--- config.mk ---
export PLATFORM = sky130hd
export DESIGN_NAME = i2c_bit_executor
export DESIGN_NICKNAME = d
export VERILOG_FILES = /design/src/rtl/i2c_cmd_pkg.sv /design/src/rtl/i2c_quarter_tick.sv /design/src/rtl/i2c_bit_executor.sv
export SDC_FILE = /design/constraint.sdc
export NUM_CORES = 1
export LEC_CHECK = 0
export ABC_AREA = 1
export BUFFER_PORTS_ARGS = -buffer_cell sky130_fd_sc_hd__buf_2
export CAP_MARGIN = 20
export CORE_MARGIN = 8
export CORE_UTILIZATION = 45
export DETAILED_ROUTE_END_ITERATION = 10
export PLACE_DENSITY_LB_ADDON = 0.15
export RECOVER_POWER = 25
export SLEW_MARGIN = 10
export SYNTH_ARGS = -nofsm -noshare
export SYNTH_HDL_FRONTEND = slang
export SYNTH_SLANG_ARGS = --single-unit
export TNS_END_PERCENT = 1
--- constraint.sdc ---
create_clock -name clk -period 4.15 [get_ports clk]
set_clock_uncertainty 0.2 [all_clocks]
set_input_delay 0.415 -clock clk [delete_from_list [all_inputs] [get_ports clk]]
set_output_delay 0.415 -clock clk [all_outputs]
set_load 0.03 [all_outputs]
--- src/rtl/i2c_cmd_pkg.sv ---
// Shared command codes, FSM states, phase constants and phase drive table
// for the I2C bit executor.
package i2c_cmd_pkg;

  localparam logic [1:0] CMD_START = 2'b10;
  localparam logic [1:0] CMD_STOP  = 2'b01;
  localparam logic [1:0] CMD_BIT0  = 2'b00;
  localparam logic [1:0] CMD_BIT1  = 2'b11;

  localparam logic [1:0] P0 = 2'd0;
  localparam logic [1:0] P1 = 2'd1;
  localparam logic [1:0] P2 = 2'd2;
  localparam logic [1:0] P3 = 2'd3;

  typedef enum logic [1:0] {
    ST_IDLE = 2'd0,
    ST_RUN  = 2'd1,
    ST_DONE = 2'd2
  } state_e;

  typedef struct packed {
    logic scl_oe;
    logic sda_oe;
  } bus_drive_t;

  // Open-drain pull-down pattern for one quarter of a bus primitive.
  function automatic bus_drive_t phase_drive(input logic [1:0] cmd, input logic [1:0] phase);
    logic [7:0] pat;
    bus_drive_t d;
    pat = 8'h00;
    d   = '0;
    case (cmd)
      CMD_START: pat = 8'b10_00_01_11;
      CMD_STOP:  pat = 8'b11_01_00_00;
      CMD_BIT0:  pat = 8'b11_01_01_11;
      default:   pat = 8'b10_00_00_10;
    endcase
    case (phase)
      P0:      d = bus_drive_t'(pat[7:6]);
      P1:      d = bus_drive_t'(pat[5:4]);
      P2:      d = bus_drive_t'(pat[3:2]);
      default: d = bus_drive_t'(pat[1:0]);
    endcase
    return d;
  endfunction

endpackage

--- src/rtl/i2c_quarter_tick.sv ---
// Quarter-SCL-period divider: tick_c pulses on the last clock of every
// CLK_DIV-clock window; clr restarts the window.
module i2c_quarter_tick #(
  parameter int unsigned CLK_DIV = 125
) (
  input  logic clk,
  input  logic rst_n,
  input  logic clr,
  output logic tick_c
);

  localparam int unsigned DIV_W = $clog2(CLK_DIV);

  logic [DIV_W-1:0] div_q;

  assign tick_c = (div_q == DIV_W'(CLK_DIV - 1));

  // Divider count, wraps on tick and restarts on clear.
  always_ff @(posedge clk or negedge rst_n) begin
    if (!rst_n) begin
      div_q <= '0;
    end else if (clr || tick_c) begin
      div_q <= '0;
    end else begin
      div_q <= div_q + DIV_W'(1);
    end
  end

endmodule

--- src/rtl/i2c_bit_executor.sv ---
// Bit-level I2C driver: executes one START/STOP/bit primitive per en/is_done
// handshake as four CLK_DIV-long phases on open-drain SCL/SDA.
module i2c_bit_executor
  import i2c_cmd_pkg::*;
#(
  parameter int unsigned CLK_DIV = 125
) (
  input  logic       clk,
  input  logic       rst_n,
  input  logic [1:0] com,
  input  logic       en,
  output logic       is_done,
  output logic       scl_oe,
  output logic       sda_oe,
  input  logic       sda_in,
  output logic       sda_sample,
  output logic       bus_busy
);

  state_e     state_q;
  logic [1:0] cmd_q;
  logic [1:0] phase_q;
  logic       end_q;
  logic       tick_c;
  logic       clr_c;
  logic       is_bit_c;

  assign clr_c    = (state_q != ST_RUN);
  assign is_bit_c = (cmd_q == CMD_BIT0) || (cmd_q == CMD_BIT1);

  i2c_quarter_tick #(
    .CLK_DIV (CLK_DIV)
  ) u_quarter_tick (
    .clk    (clk),
    .rst_n  (rst_n),
    .clr    (clr_c),
    .tick_c (tick_c)
  );

  // Command FSM with registered bus drive, handshake and status outputs.
  always_ff @(posedge clk or negedge rst_n) begin
    if (!rst_n) begin
      state_q    <= ST_IDLE;
      cmd_q      <= CMD_BIT0;
      phase_q    <= P0;
      end_q      <= 1'b0;
      is_done    <= 1'b0;
      scl_oe     <= 1'b0;
      sda_oe     <= 1'b0;
      sda_sample <= 1'b0;
      bus_busy   <= 1'b0;
    end else begin
      end_q   <= 1'b0;
      is_done <= (state_q == ST_DONE);

      case (state_q)
        ST_IDLE: begin
          if (en) begin
            cmd_q   <= com;
            phase_q <= P0;
            state_q <= ST_RUN;
          end
        end
        ST_RUN: begin
          {scl_oe, sda_oe} <= phase_drive(cmd_q, phase_q);
          if (tick_c) begin
            phase_q <= phase_q + 2'd1;
            if ((phase_q == P2) && is_bit_c) begin
              sda_sample <= sda_in;
            end
            if (phase_q == P3) begin
              end_q   <= 1'b1;
              state_q <= en ? ST_DONE : ST_IDLE;
            end
          end
        end
        ST_DONE: begin
          if (!en) begin
            state_q <= ST_IDLE;
          end
        end
        default: state_q <= ST_IDLE;
      endcase

      // Bus ownership follows the completion of START/STOP, aligned with P3 drive.
      if (end_q) begin
        if (cmd_q == CMD_START) begin
          bus_busy <= 1'b1;
        end else if (cmd_q == CMD_STOP) begin
          bus_busy <= 1'b0;
        end
      end
    end
  end

endmodule

==> impl_metrics.ini <==
[run_status]
status = finished clean

[logic_synthesis]
synth_top_area_share_pct = 45.6
avgSynthCellArea_sq_um = 8.84
synth_area_sq_um = 1040
synth_area_leaders = dfrtp_1 46%, ha_1 14%, nor2_1 6.5%, inv_1 6.1%, nand2_1 5.8%
synth_cell_types = 17
syn_nets = 136
ys_warn_count = 0
yosysSeqAreaShare_pct = 45.6
netlist_instances = 118
ys_ff_latch = 19
post-synth-top-area-cell = dfrtp_1

[power]
p_int_uw = 326
p_sw_uw = 179
leakage_nw = 0.603
power_frac_seq_pct = 53.1
clockPowerShare_pct = 18.3
swShare_pct = 35.5
power.share.combinational_pct = 28.5
p_per_area_nw_per_um2 = 434
peakVddDrop_mv = 0.267

[worst_setup_path]
path_cells = dlygate4sd3_1, clkbuf_1
critPathMaxStageDelay_ns = 0.76
cp.required_ns = 4.23
arrival_ns = 1.71
r2r_end = state_q[0]$_DFFE_PN0P_
cp-end-kind = asynchronous set/reset pin
path_buf_inv = 2
path_class = input port to asynchronous set/reset pin
worst-r2r-cell-count = 7
critical-path-top-delay-family = buffers and inverters
worst_r2r_startpoint = u_quarter_tick.div_q[0]$_DFF_PN0_
crit_fanout = 19
cp-start-kind = input port
slowest_stage = clkbuf_1
r2r_setup_slack_ns = 2.63

[timing]
maxSlewViolCount = 0
relSlewSlack_pct = 32.3
rsz0062_at_grt = no
max_freq_ghz = 0.612
worstMarginPinSlew_ns = 1.02
setup_tns_ns = 0
min_period_ns = 1.63
fin_crit_sh_pct = 39.3
fin_ws_ns = 2.52
hold_viol = 0
finalSetupViolCount = 0

[finish]
area_delta_synth_final_pct = 11.5
layout-drive-gt1-share_pct = 15.8
diodes = 0
final_nets = 152
final_cell_mix = 19 x dfrtp_1, 18 x nor2_1, 17 x inv_1, 16 x nand2_1, 12 x ha_1
final_common_cell = dfrtp_1

[floorplan]
coreArea_sq_um = 2210
rows = 17
dieArea_sq_um = 4120
die_w_um = 64.2
start_util_pct = 47.2
fp.dieH_um = 64.2
num_io_pins = 11

[clock_tree]
cts_buffers = 3
clockBufferDepth = 2
cts.sinks = 19
path_clk_slew_ns = 0.11
clk_latency_ns = 0.29
cts_setup_buffers = 0
cts_root_buf = clkbuf_4
cts_tree = done
htreeDepth = 1

[drt]
vias_per_cell = 4.84
finalWirelength_mm = 1.95
drc = 0
num_vias = 779
first_pass_iters = 4
drt_iter0_markers = 23
ant_nets = 0
routedWlPerCell_um = 12.1

[min_path]
hold_end = state_q[1]$_DFFE_PN0P_
min_path_cells = 3
hold_path_class = input port to flop
hold_start = en

[global_routing]
grt_usage_pct = 10.0
grt_first_pass_wirelength_mm = 3.37
antenna_found_initial = 0
grt_pass1_vias = 769
gr-total-overflow = 0
grt_max_degree = 20

[placed_design]
routabilityCongestion = 0.794
dp_hpwl_mm = 1.47
portBuffers = 10
place_ws_ns = 2.63

[run]
drv_cap = 0
==> how the worst max path moves through the flow <==
| stage | startpoint | to | slack (ns) | cells past startpoint |
|---|---|---|---|---|
| after floorplan | u_quarter_tick.div_q[0]$_DFF_PN0_ | state_q[0]$_DFFE_PN0P_ | 2.76 | 7 |
| after global placement | u_quarter_tick.div_q[0]$_DFF_PN0_ | state_q[0]$_DFFE_PN0P_ | 2.63 | 7 |
| after detailed placement | u_quarter_tick.div_q[0]$_DFF_PN0_ | state_q[0]$_DFFE_PN0P_ | 2.63 | 7 |
| after CTS | u_quarter_tick.div_q[0]$_DFF_PN0_ | state_q[0]$_DFFE_PN0P_ | 2.61 | 7 |
| after global routing | rst_n | sda_sample$_DFFE_PN0P_ | 2.27 | 2 |
| final | rst_n | u_quarter_tick.div_q[4]$_DFF_PN0_ | 2.52 | 2 |
==> cell usage after synthesis <==
library cell and count:
nand3_1 9, nor2_8 1, nor2_1 18, xor2_1 1, a21oi_2 2, nand2_1 16, ha_1 12, nor2_4 2
a21oi_1 8, xnor2_1 1, nand4_1 4, inv_1 17, inv_2 3, dfrtp_1 19, a31oi_1 1, o21ai_0 3
or2_2 1
==> sequential cells by signal (all words and copies together) (netlist names) <==
register,count
scl_oe,1
sda_oe,1
state_q,2
bus_busy,1
phase_q,2
is_done,1
sda_sample,1
end_q,1
cmd_q,2
u_quarter_tick.div_q,7
==> power by group through the flow <==
stage | Combinational (mW) | Sequential (mW) | Clock, mW
floorplan | 0.106 | 0.271 | 0
global placement | 0.142 | 0.270 | 0
detailed placement | 0.145 | 0.272 | 0
CTS | 0.148 | 0.268 | 0.0984
global route | 0.170 | 0.277 | 0.105
finish | 0.144 | 0.269 | 0.0927
==> stage by stage <==
| step | utilization [%] | hold WS [ns] | instances | power, mW | instance area (sq um) |
|---|---|---|---|---|---|
| 2_1_floorplan | - | -0.0806 | 118 | 0.377 | 1040 |
| 3_3_place_gp | 51.0 | 0.183 | 156 | 0.412 | 1130 |
| 3_5_place_dp | 51.0 | 0.185 | 156 | 0.417 | 1130 |
| 4_1_cts | 52.7 | 0.116 | 161 | 0.514 | 1160 |
| 5_1_grt | 52.6 | 0.112 | 161 | 0.552 | 1160 |
| 6_report | 52.6 | 0.120 | 161 | 0.506 | 1160 |
==> layout make-up <==
type                    instances  area (sq um)
well taps                      28          35.0
clock buffers                   4          26.3
multi-input cells              79           493
inverters                      20          75.1
fillers                       231          1050
repair buffers                 11          58.8
flip-flops and latches         19           475
==> per-layer routing <==
layer / global-route usage [%] / share of wire [%]
met4: 4.09 / 1.4
met3: 2.44 / 3.6
met2: 16.8 / 47
met1: 12.0 / 48
met5: 0 / 0
==> cells by family (layout without fill, tap and decap cells) <==
kind of cell / count (synthesis) / after routing / share of synthesized area (%)
buffers and inverters: 20 / 35 / 7.19
AND/OR/NAND/NOR: 51 / 51 / 23.6
AO/OA/AOI/OAI: 14 / 14 / 7.55
flip-flops: 19 / 19 / 45.6
adder cells (fa/ha/maj): 12 / 12 / 14.4
XOR/XNOR: 2 / 2 / 1.68
==> repair_timing <==
item	in CTS	in global routing
endpoints found under the hold margin	19	0
resized for setup	0	0
hold buffers	1	0
Note: power is estimated with default switching activity, not from simulation.
